[src/rtl/riscv_pkg.sv]
// Shared definitions for the execute stage: ALU opcodes, branch codes,
// memory access sizes, divider state encoding and a small arithmetic helper.
package riscv_pkg;

    // ALU opcodes carried on id_alu_op_r
    localparam logic [3:0] ALU_ADD  = 4'd0;
    localparam logic [3:0] ALU_SUB  = 4'd1;
    localparam logic [3:0] ALU_AND  = 4'd2;
    localparam logic [3:0] ALU_OR   = 4'd3;
    localparam logic [3:0] ALU_XOR  = 4'd4;
    localparam logic [3:0] ALU_SLL  = 4'd5;
    localparam logic [3:0] ALU_SRL  = 4'd6;
    localparam logic [3:0] ALU_SRA  = 4'd7;
    localparam logic [3:0] ALU_SLT  = 4'd8;
    localparam logic [3:0] ALU_MUL  = 4'd9;
    localparam logic [3:0] ALU_MULH = 4'd10;
    localparam logic [3:0] ALU_DIV  = 4'd11;
    localparam logic [3:0] ALU_REM  = 4'd12;

    // Branch/jump kinds carried on id_branch_r
    localparam logic [2:0] BR_NONE = 3'd0;
    localparam logic [2:0] BR_JUMP = 3'd1;
    localparam logic [2:0] BR_BEQ  = 3'd2;
    localparam logic [2:0] BR_BNE  = 3'd3;
    localparam logic [2:0] BR_BLT  = 3'd4;
    localparam logic [2:0] BR_BGE  = 3'd5;

    // Memory access sizes carried on id_mem_size_r
    localparam logic [1:0] MEM_BYTE = 2'd0;
    localparam logic [1:0] MEM_HALF = 2'd1;
    localparam logic [1:0] MEM_WORD = 2'd2;

    // Iterative divider sequencing
    typedef enum logic [1:0] {
        DIV_IDLE = 2'd0,
        DIV_BUSY = 2'd1,
        DIV_DONE = 2'd2
    } div_state_e;

    // Two's-complement negate when neg is set (magnitude <-> signed conversion)
    function automatic logic [31:0] neg_if(input logic [31:0] v, input logic neg);
        if (neg) begin
            return ~v + 32'd1;
        end else begin
            return v;
        end
    endfunction

endpackage

[src/rtl/riscv_div_iter.sv]
// Restoring divider, one quotient bit per cycle. Operands are converted to
// magnitudes on start and the signs are re-applied to the final results.
// A zero divisor yields all-ones quotient and the raw dividend as remainder.
module riscv_div_iter
    import riscv_pkg::*;
#(
    parameter int DIV_CYCLES = 32
) (
    input  logic        clk_i,
    input  logic        reset_ni,
    input  logic        start,
    input  logic        signed_op,
    input  logic [31:0] dividend,
    input  logic [31:0] divisor,
    output logic        busy,
    output logic        done,
    output logic [31:0] quotient,
    output logic [31:0] remainder
);

    localparam int CNT_W = $clog2(DIV_CYCLES);
    localparam logic [CNT_W-1:0] CNT_LAST = CNT_W'(DIV_CYCLES - 1);

    div_state_e        state_r;
    div_state_e        state_nxt_s;
    logic [CNT_W-1:0]  count_r;
    logic [31:0]       quo_r;
    logic [31:0]       rem_r;
    logic [31:0]       divisor_r;
    logic [31:0]       dividend_r;
    logic              q_neg_r;
    logic              r_neg_r;
    logic              dbz_r;
    logic [32:0]       partial_s;
    logic [32:0]       diff_s;
    logic [31:0]       rem_step_s;
    logic [31:0]       quo_step_s;

    // State register; async reset aborts any divide in flight
    always_ff @(posedge clk_i or negedge reset_ni) begin
        if (!reset_ni) begin
            state_r <= DIV_IDLE;
        end else begin
            state_r <= state_nxt_s;
        end
    end

    // Next-state: accept on start, hold BUSY for DIV_CYCLES, one DONE cycle
    always_comb begin
        state_nxt_s = state_r;
        case (state_r)
            DIV_IDLE: begin
                if (start) begin
                    state_nxt_s = DIV_BUSY;
                end else begin
                    state_nxt_s = DIV_IDLE;
                end
            end
            DIV_BUSY: begin
                if (count_r == CNT_LAST) begin
                    state_nxt_s = DIV_DONE;
                end else begin
                    state_nxt_s = DIV_BUSY;
                end
            end
            DIV_DONE: state_nxt_s = DIV_IDLE;
            default:  state_nxt_s = DIV_IDLE;
        endcase
    end

    // Handshake outputs and sign-corrected results
    always_comb begin
        busy = (state_r == DIV_BUSY);
        done = (state_r == DIV_DONE);
        if (dbz_r) begin
            quotient  = 32'hFFFF_FFFF;
            remainder = dividend_r;
        end else begin
            quotient  = neg_if(quo_r, q_neg_r);
            remainder = neg_if(rem_r, r_neg_r);
        end
    end

    // One restoring step: shift in the next dividend bit and trial-subtract
    always_comb begin
        partial_s = {rem_r, quo_r[31]};
        diff_s    = partial_s - {1'b0, divisor_r};
        if (!diff_s[32]) begin
            rem_step_s = diff_s[31:0];
            quo_step_s = {quo_r[30:0], 1'b1};
        end else begin
            rem_step_s = partial_s[31:0];
            quo_step_s = {quo_r[30:0], 1'b0};
        end
    end

    // Operand capture on start, iteration while busy
    always_ff @(posedge clk_i or negedge reset_ni) begin
        if (!reset_ni) begin
            count_r    <= '0;
            quo_r      <= 32'd0;
            rem_r      <= 32'd0;
            divisor_r  <= 32'd0;
            dividend_r <= 32'd0;
            q_neg_r    <= 1'b0;
            r_neg_r    <= 1'b0;
            dbz_r      <= 1'b0;
        end else if ((state_r == DIV_IDLE) && start) begin
            count_r    <= '0;
            quo_r      <= neg_if(dividend, signed_op & dividend[31]);
            rem_r      <= 32'd0;
            divisor_r  <= neg_if(divisor, signed_op & divisor[31]);
            dividend_r <= dividend;
            q_neg_r    <= signed_op & (dividend[31] ^ divisor[31]);
            r_neg_r    <= signed_op & dividend[31];
            dbz_r      <= (divisor == 32'd0);
        end else if (state_r == DIV_BUSY) begin
            count_r <= count_r + CNT_W'(1);
            quo_r   <= quo_step_s;
            rem_r   <= rem_step_s;
        end
    end

endmodule

[src/rtl/riscv_ex_stage.sv]
// Execute stage: ALU/MUL, iterative DIV/REM, load/store address generation
// and branch resolution. All results register one cycle after the
// instruction sits in id_*. A taken redirect annuls the following slot.
module riscv_ex_stage
    import riscv_pkg::*;
#(
    parameter int DIV_CYCLES = 32
) (
    input  logic        clk_i,
    input  logic        reset_ni,
    input  logic [31:0] id_pc_r,
    input  logic [31:0] id_next_pc_r,
    input  logic [4:0]  id_rd_index_r,
    input  logic [31:0] rs1_data_i,
    input  logic [31:0] rs2_data_i,
    input  logic        id_a_signed_r,
    input  logic        id_b_signed_r,
    input  logic [3:0]  id_alu_op_r,
    input  logic [31:0] id_imm_r,
    input  logic        id_op_imm_r,
    input  logic        id_mem_rd_r,
    input  logic        id_mem_wr_r,
    input  logic        id_mem_signed_r,
    input  logic [1:0]  id_mem_size_r,
    input  logic [2:0]  id_branch_r,
    input  logic        id_reg_jump_r,
    output logic        branch_taken_w,
    output logic [31:0] jump_addr_w,
    output logic        ex_stall_w,
    output logic [4:0]  ex_rd_index_r,
    output logic        ex_rd_we_r,
    output logic [31:0] ex_rd_data_r,
    output logic        ex_mem_rd_r,
    output logic        ex_mem_wr_r,
    output logic        ex_mem_signed_r,
    output logic [1:0]  ex_mem_size_r,
    output logic [31:0] ex_mem_addr_r,
    output logic [31:0] ex_mem_wdata_r
);

    logic [31:0] op_b_s;
    logic [32:0] a_ext_s;
    logic [32:0] b_ext_s;
    logic [63:0] prod_s;
    logic        alu_lt_s;
    logic [31:0] alu_res_s;
    logic        br_lt_s;
    logic        cond_s;
    logic [31:0] target_s;
    logic        is_div_s;
    logic        div_start_s;
    logic        div_busy_s;
    logic        div_done_s;
    logic [31:0] div_quo_s;
    logic [31:0] div_rem_s;
    logic [4:0]  div_rd_r;
    logic        div_is_rem_r;

    logic        nxt_taken_s;
    logic [31:0] nxt_jump_s;
    logic [4:0]  nxt_rd_index_s;
    logic        nxt_rd_we_s;
    logic [31:0] nxt_rd_data_s;
    logic        nxt_mem_rd_s;
    logic        nxt_mem_wr_s;
    logic        nxt_mem_signed_s;
    logic [1:0]  nxt_mem_size_s;
    logic [31:0] nxt_mem_addr_s;
    logic [31:0] nxt_mem_wdata_s;

    assign is_div_s    = (id_alu_op_r == ALU_DIV) || (id_alu_op_r == ALU_REM);
    assign div_start_s = is_div_s && !div_busy_s && !div_done_s && !branch_taken_w;
    assign ex_stall_w  = div_busy_s;

    riscv_div_iter #(
        .DIV_CYCLES (DIV_CYCLES)
    ) u_div (
        .clk_i     (clk_i),
        .reset_ni  (reset_ni),
        .start     (div_start_s),
        .signed_op (id_a_signed_r),
        .dividend  (rs1_data_i),
        .divisor   (op_b_s),
        .busy      (div_busy_s),
        .done      (div_done_s),
        .quotient  (div_quo_s),
        .remainder (div_rem_s)
    );

    // ALU: operand select, 33x33 multiply (low 64 bits suffice) and result mux
    always_comb begin
        op_b_s  = id_op_imm_r ? id_imm_r : rs2_data_i;
        a_ext_s = {id_a_signed_r & rs1_data_i[31], rs1_data_i};
        b_ext_s = {id_b_signed_r & op_b_s[31], op_b_s};
        prod_s  = {{31{a_ext_s[32]}}, a_ext_s} * {{31{b_ext_s[32]}}, b_ext_s};
        if (id_a_signed_r) begin
            alu_lt_s = $signed(rs1_data_i) < $signed(op_b_s);
        end else begin
            alu_lt_s = rs1_data_i < op_b_s;
        end
        case (id_alu_op_r)
            ALU_ADD:  alu_res_s = rs1_data_i + op_b_s;
            ALU_SUB:  alu_res_s = rs1_data_i - op_b_s;
            ALU_AND:  alu_res_s = rs1_data_i & op_b_s;
            ALU_OR:   alu_res_s = rs1_data_i | op_b_s;
            ALU_XOR:  alu_res_s = rs1_data_i ^ op_b_s;
            ALU_SLL:  alu_res_s = rs1_data_i << op_b_s[4:0];
            ALU_SRL:  alu_res_s = rs1_data_i >> op_b_s[4:0];
            ALU_SRA:  alu_res_s = 32'($signed(rs1_data_i) >>> op_b_s[4:0]);
            ALU_SLT:  alu_res_s = {31'd0, alu_lt_s};
            ALU_MUL:  alu_res_s = prod_s[31:0];
            ALU_MULH: alu_res_s = prod_s[63:32];
            default:  alu_res_s = 32'd0;
        endcase
    end

    // Branch condition on rs1 vs rs2 and word-aligned redirect target
    always_comb begin
        if (id_a_signed_r) begin
            br_lt_s = $signed(rs1_data_i) < $signed(rs2_data_i);
        end else begin
            br_lt_s = rs1_data_i < rs2_data_i;
        end
        case (id_branch_r)
            BR_JUMP: cond_s = 1'b1;
            BR_BEQ:  cond_s = (rs1_data_i == rs2_data_i);
            BR_BNE:  cond_s = (rs1_data_i != rs2_data_i);
            BR_BLT:  cond_s = br_lt_s;
            BR_BGE:  cond_s = !br_lt_s;
            default: cond_s = 1'b0;
        endcase
        target_s = ((id_reg_jump_r ? rs1_data_i : id_pc_r) + id_imm_r) & 32'hFFFF_FFFC;
    end

    // Next output bundle: divider result, bubble, or the current instruction
    always_comb begin
        nxt_taken_s      = 1'b0;
        nxt_jump_s       = 32'd0;
        nxt_rd_index_s   = 5'd0;
        nxt_rd_we_s      = 1'b0;
        nxt_rd_data_s    = 32'd0;
        nxt_mem_rd_s     = 1'b0;
        nxt_mem_wr_s     = 1'b0;
        nxt_mem_signed_s = 1'b0;
        nxt_mem_size_s   = 2'd0;
        nxt_mem_addr_s   = 32'd0;
        nxt_mem_wdata_s  = 32'd0;
        if (div_done_s) begin
            // id_* still holds the finishing DIV/REM; write its result back
            nxt_rd_index_s = div_rd_r;
            nxt_rd_we_s    = (div_rd_r != 5'd0);
            nxt_rd_data_s  = div_is_rem_r ? div_rem_s : div_quo_s;
        end else if (branch_taken_w || div_busy_s || is_div_s) begin
            // annulled slot, DIV accept cycle or divider busy: emit a bubble
            nxt_taken_s = 1'b0;
        end else begin
            nxt_taken_s      = cond_s;
            nxt_jump_s       = target_s;
            nxt_rd_index_s   = id_rd_index_r;
            nxt_rd_we_s      = (id_rd_index_r != 5'd0) && !id_mem_rd_r && !id_mem_wr_r;
            nxt_rd_data_s    = (id_branch_r == BR_JUMP) ? id_next_pc_r : alu_res_s;
            nxt_mem_rd_s     = id_mem_rd_r;
            nxt_mem_wr_s     = id_mem_wr_r;
            nxt_mem_signed_s = id_mem_signed_r;
            nxt_mem_size_s   = id_mem_size_r;
            nxt_mem_addr_s   = rs1_data_i + id_imm_r;
            nxt_mem_wdata_s  = rs2_data_i;
        end
    end

    // Destination and op kind of the DIV/REM in flight
    always_ff @(posedge clk_i or negedge reset_ni) begin
        if (!reset_ni) begin
            div_rd_r     <= 5'd0;
            div_is_rem_r <= 1'b0;
        end else if (div_start_s) begin
            div_rd_r     <= id_rd_index_r;
            div_is_rem_r <= (id_alu_op_r == ALU_REM);
        end
    end

    // Registered writeback, memory request and redirect
    always_ff @(posedge clk_i or negedge reset_ni) begin
        if (!reset_ni) begin
            branch_taken_w  <= 1'b0;
            jump_addr_w     <= 32'd0;
            ex_rd_index_r   <= 5'd0;
            ex_rd_we_r      <= 1'b0;
            ex_rd_data_r    <= 32'd0;
            ex_mem_rd_r     <= 1'b0;
            ex_mem_wr_r     <= 1'b0;
            ex_mem_signed_r <= 1'b0;
            ex_mem_size_r   <= 2'd0;
            ex_mem_addr_r   <= 32'd0;
            ex_mem_wdata_r  <= 32'd0;
        end else begin
            branch_taken_w  <= nxt_taken_s;
            jump_addr_w     <= nxt_jump_s;
            ex_rd_index_r   <= nxt_rd_index_s;
            ex_rd_we_r      <= nxt_rd_we_s;
            ex_rd_data_r    <= nxt_rd_data_s;
            ex_mem_rd_r     <= nxt_mem_rd_s;
            ex_mem_wr_r     <= nxt_mem_wr_s;
            ex_mem_signed_r <= nxt_mem_signed_s;
            ex_mem_size_r   <= nxt_mem_size_s;
            ex_mem_addr_r   <= nxt_mem_addr_s;
            ex_mem_wdata_r  <= nxt_mem_wdata_s;
        end
    end

endmodule
[config.mk]
export PLATFORM = sky130hd
export DESIGN_NAME = riscv_ex_stage
export DESIGN_NICKNAME = d
export VERILOG_FILES = /design/src/rtl/riscv_pkg.sv /design/src/rtl/riscv_div_iter.sv /design/src/rtl/riscv_ex_stage.sv
export SDC_FILE = /design/constraint.sdc
export NUM_CORES = 2
export LEC_CHECK = 0
export CELL_PAD_IN_SITES_DETAIL_PLACEMENT = 1
export CELL_PAD_IN_SITES_GLOBAL_PLACEMENT = 1
export CORE_MARGIN = 4
export CORE_UTILIZATION = 52
export CTS_CLUSTER_DIAMETER = 50
export DETAILED_ROUTE_END_ITERATION = 10
export PLACE_DENSITY_LB_ADDON = 0.05
export SKIP_LAST_GASP = 1
export SYNTH_ARGS = -nofsm -noshare
export SYNTH_HDL_FRONTEND = slang
export SYNTH_SLANG_ARGS = --single-unit
[constraint.sdc]
create_clock -name clk_i -period 7.2 [get_ports clk_i]
set_input_delay 1.44 -clock clk_i [delete_from_list [all_inputs] [get_ports clk_i]]
set_output_delay 1.44 -clock clk_i [all_outputs]
set_load 0.02 [all_outputs]
==> impl_metrics.env, run 1 <==
export IMPL_post_synthesis_sequential_element_count=282
export IMPL_placement_setup_worst_slack_ns=-3.639
export IMPL_post_synth_instance_area_um2=64550
export IMPL_floorplan_die_width_um=360.3
export IMPL_haltStage="global routing"
export IMPL_synth_avg_cell_area_um2=8.383
export IMPL_globalplace_congestion=1.152
export IMPL_cts_buffers=44
export IMPL_grt_first_pass_wirelength_um=841100
export IMPL_global_route_overflow_total=4779
export IMPL_postSynth_asyncResetShare=1.000
export IMPL_synth_edf_count=0
export IMPL_seq_area_frac_synth=0.1093
export IMPL_yosysWarnings=0
export IMPL_synth_cell_type_count=99
export IMPL_grt_pass1_vias=100828
export IMPL_toolErrorMsg="[ERROR GRT-0116] Global routing finished with congestion. Check the congestion regions in the DRC Viewer."
export IMPL_status="stopped before the end"
export IMPL_cts_sink_count=282
export IMPL_num_rows=129
export IMPL_synthesis_instances=7701
export IMPL_largest_net_degree_at_the_start_of_global_routing=153
export IMPL_hpwlAfterDp_um=312800
export IMPL_synth_ff_type="dfrtp_1"
export IMPL_cts_root_buf="clkbuf_16"
export IMPL_top_level_ports=324
export IMPL_initial_utilization=0.5228
export IMPL_port_buffers=321
export IMPL_htreeDepth=2
export IMPL_cts_root_to_sink_buffers=3
export IMPL_chipHeight_um=360.3
export IMPL_global_route_usage_total=0.8766
cell usage after synthesis (all sizes together), types with 80 or more instances:
master,count,area (µm²)
clkbuf,382,1434
a21o,80,600.6
inv,1293,4853
buf,89,369.1
xnor2,183,1603
a21oi,295,1476
o21ai,350,1763
mux2i,141,1411
fa,1129,22600
nand3,81,405.4
nor2,731,2744
xor2,86,760.7
dfrtp,282,7057
ha,440,5505
nand2,1107,4155
metal layers:
layer,GRT usage,GRT overflow
met5,0.4840,19
met4,0.8901,1155
met3,0.7189,113
met2,1.072,3382
met1,0.8402,110
cell families after synthesis:
group           after synthesis  share of synthesized area
fa+ha+maj                  1569                     0.4354
simple gates               2265                     0.1472
compound gates             1349                     0.1367
mux                         187                    0.03076
xor+xnor                    269                    0.03661
flops                       282                     0.1093
buf+inv                    1779                     0.1040
other cells                   1                 0.00005809
repair_timing:
| action | 4_1_cts |
|---|---|
| pin swaps | 226 |
| setup endpoints to repair | 32 |
| endpoints found under the hold margin | 0 |
| resized for setup | 524 |
| setup buffers | 134 |
| gates cloned | 14 |
| hold buffers | 0 |
per-stage QoR:
| step | area [µm²] | util | hold slack, ns | cells | TNS (ns) |
|---|---|---|---|---|---|
| global placement | 76670 | 0.6209 | 0.4555 | 10155 | -86.40 |
| CTS | 81450 | 0.6596 | 0.4829 | 10384 | -66.56 |
| floorplan | 65180 | - | 0.4415 | 7702 | -60.11 |
| detailed placement | 76670 | 0.6209 | 0.4684 | 10155 | -96.39 |
==> run 2: changes to the inputs <==
CELL_PAD_IN_SITES_DETAIL_PLACEMENT = default   (was 1)
CELL_PAD_IN_SITES_GLOBAL_PLACEMENT = default   (was 1)
CORE_UTILIZATION = 40   (was 52)
CTS_CLUSTER_DIAMETER = default   (was 50)
PLACE_DENSITY_LB_ADDON = 0.15   (was 0.05)
==> run 2 against run 1 <==
  * The flow now finishes, with violations (negative setup slack)
  * Synthesized cell count did not move
  * Synthesized area did not move
==> impl_metrics.env, run 2 <==
export IMPL_status="finished, violations left"
export IMPL_violations_in_the_final_reports="negative setup slack"
export IMPL_timing_max_cap_violations=0
export IMPL_synth_top_cells_by_area="fa_1 35%, dfrtp_1 11%, ha_1 8.5%, inv_1 7.5%, nand2_1 6.4%"
export IMPL_detailroute_via_count=62419
export IMPL_report_final_slew_viol_count=0
export IMPL_fin_crit_period_ns=9.030
export IMPL_global_route_usage_total=0.3889
export IMPL_largest_net_degree_at_the_start_of_global_routing=167
export IMPL_synthesis_instances=7701
export IMPL_synth_ff_type="dfrtp_1"
export IMPL_worst_setup_path_type="in -> reg"
export IMPL_design_die_area_um2=167900
export IMPL_reg2reg_depth=16
export IMPL_global_route_peak_usage_layer="met2"
export IMPL_commonest_cells_after_routing_fill_and_taps_aside="1,173 x inv_1, 1,069 x nand2_1, 1,065 x fa_1, 891 x buf_4, 695 x nor2_1"
export IMPL_synth_avg_cell_area_um2=8.383
export IMPL_post_synth_most_frequent_cells="1,287 x inv_1, 1,129 x fa_1, 1,107 x nand2_1"
export IMPL_grt_first_pass_wirelength_um=468600
export IMPL_design_core_area_um2=160600
export IMPL_top_cell_type_by_total_area_after_synthesis="fa_1"
export IMPL_multiInputGateArea_um2=52970
export IMPL_grt_util_met3=0.09230
export IMPL_crit_fanout=7
export IMPL_global_route_overflow_total=0
export IMPL_yosysWarnings=0
export IMPL_rsz0062_at_grt="yes"
export IMPL_post_synthesis_sequential_element_count=282
export IMPL_antenna_left=0
export IMPL_synth_cell_type_count=99
export IMPL_layout_cells_most_common="inv_1"
export IMPL_layout_setup_ws_ns=-1.830
export IMPL_finalCritPeriodShare=1.254
export IMPL_critPathSlowestCell="fa_2"
export IMPL_end_kind="flip-flop"
export IMPL_critical_path_most_common_cell="fa_1"
export IMPL_grt_met2_usage=0.5873
export IMPL_fin_tns_setup_ns=-53.60
export IMPL_htreeDepth=2
export IMPL_clk_pin_slew_ns=0.06
export IMPL_num_rows=147
export IMPL_count_of_tritonroute_iterations_in_the_first_routing_pass=8
export IMPL_initial_utilization=0.4020
export IMPL_clock_skew_final_ns=0.03394
export IMPL_tritoncts="built"
export IMPL_dp_cells=10663
export IMPL_chipHeight_um=409.7
export IMPL_achievable_frequency_mhz=110.7
export IMPL_viasPerCell=5.706
export IMPL_clk_insertion_delay_late_ns=0.61
export IMPL_critPathMaxStageDelay_ns=0.56
export IMPL_globalplace_congestion=1.069
export IMPL_worstHoldPathType="reg -> reg"
export IMPL_fillCellCount=15302
export IMPL_drt_total_wl_um=330100
export IMPL_grt_antenna_before_repair=35
export IMPL_seq_area_frac_synth=0.1093
export IMPL_cts_hold_fix_buffers=0
export IMPL_cts_buffers=37
export IMPL_min_delay_path_depth=2
export IMPL_global_route_usage_met1=0.5108
export IMPL_internal_reg_to_reg_setup_slack_ns=2.46
export IMPL_synth_edf_count=0
export IMPL_cts_root_buf="clkbuf_16"
export IMPL_area_growth_syn_to_layout_pct=29.23
export IMPL_post_synth_instance_area_um2=64550
export IMPL_grt_pass1_vias=63928
export IMPL_drt_drc_violations_left=0
export IMPL_dr_first_iter_drc_count=6542
export IMPL_top_level_ports=324
export IMPL_finalNetCount=10491
export IMPL_critical_path_arrival_ns=9.56
export IMPL_routedWlPerCell_um=30.17
export IMPL_worst_pin_slew_ns=1.163
export IMPL_finalNonFillerCells=10939
export IMPL_floorplan_die_width_um=409.7
export IMPL_port_buffers=321
export IMPL_hpwlAfterDp_um=265700
export IMPL_finalSetupViolCount=32
export IMPL_cts_root_to_sink_buffers=3
export IMPL_yosysTopAreaCellShare=0.3501
export IMPL_cts_sink_count=282
export IMPL_slew_limit_headroom=0.2162
export IMPL_worstPathRequired_ns=7.73
export IMPL_final_hold_violation_count=0
export IMPL_post_route_cells_drive_above_1_share=0.2041
export IMPL_startpoint_type="input pin"
export IMPL_top_count_cell_post_synth="inv_1"
export IMPL_final_seq_area_um2=7057
export IMPL_postSynth_asyncResetShare=1.000
==> run 2: worst paths after layout <==
check | startpoint | endpoint
worst max register to register | u_div.quo_r[31]$_DFFE_PN0P_ | u_div.rem_r[4]$_DFFE_PN0P_
worst min-delay path | u_div.dividend_r[31]$_DFFE_PN0P_ | u_div.dividend_r[31]$_DFFE_PN0P_
max in group asynchronous | reset_ni | ex_mem_wdata_r[24]$_DFF_PN0_
worst min register to register | u_div.dividend_r[31]$_DFFE_PN0P_ | u_div.dividend_r[31]$_DFFE_PN0P_
min in group asynchronous | reset_ni | ex_rd_index_r[2]$_DFF_PN0_
worst max-delay path | id_op_imm_r | ex_rd_data_r[24]$_DFF_PN0_
==> run 2: cell families after synthesis <==
kind of cell,Yosys count,share of synthesized area
simple gates,2265,0.1472
buf+inv,1779,0.1040
fa+ha+maj,1569,0.4354
compound gates,1349,0.1367
flops,282,0.1093
xor+xnor,269,0.03661
mux,187,0.03076
other cells,1,0.00005809
==> run 2: metrics by stage <==
stage | utilization | hold WS, ns | worst slack [ns] | cell area (µm²)
6_report | 0.5195 | 0.4689 | -1.830 | 83420
2_1_floorplan | - | 0.4415 | -2.253 | 65180
3_5_place_dp | 0.4806 | 0.4595 | -3.161 | 77160
4_1_cts | 0.5109 | 0.4746 | -1.841 | 82040
3_3_place_gp | 0.4806 | 0.4588 | -3.149 | 77160
5_1_grt | 0.5194 | 0.4963 | -2.052 | 83400
==> run 2: what timing repair did <==
action | in CTS | in global routing
setup buffers | 146 | 58
resized for setup | 513 | 254
pin swaps | 263 | 223
gates cloned | 18 | 5
setup endpoints to repair | 32 | 32
==> run 2: area by class of cell <==
class | instances | area share
multi-input cells | 5641 | 0.6350
repair buffers | 1469 | 0.1719
flip-flops and latches | 282 | 0.08459
inverters | 1308 | 0.06026
well taps | 2160 | 0.03240
clock buffers | 48 | 0.01197
clock inverters | 16 | 0.003480
diodes | 15 | 0.0004500
==> run 2: metal layers <==
layer  vias up  share of wire
li1      26676              -
met1     31696           0.40
met2      3261           0.43
met3       776          0.099
met4        10          0.074
met5         -        0.00030
==> run 2: critical path: cells and delay by family <==
kind            cells  cell delay [ns]
buf+inv            16             1.75
compound gates      8             1.49
simple gates        4             0.52
fa+ha+maj           9             4.31
Power of run 2 is not shown: default switching activity piles up to over one toggle a cycle in this logic, so the estimate is an artifact.
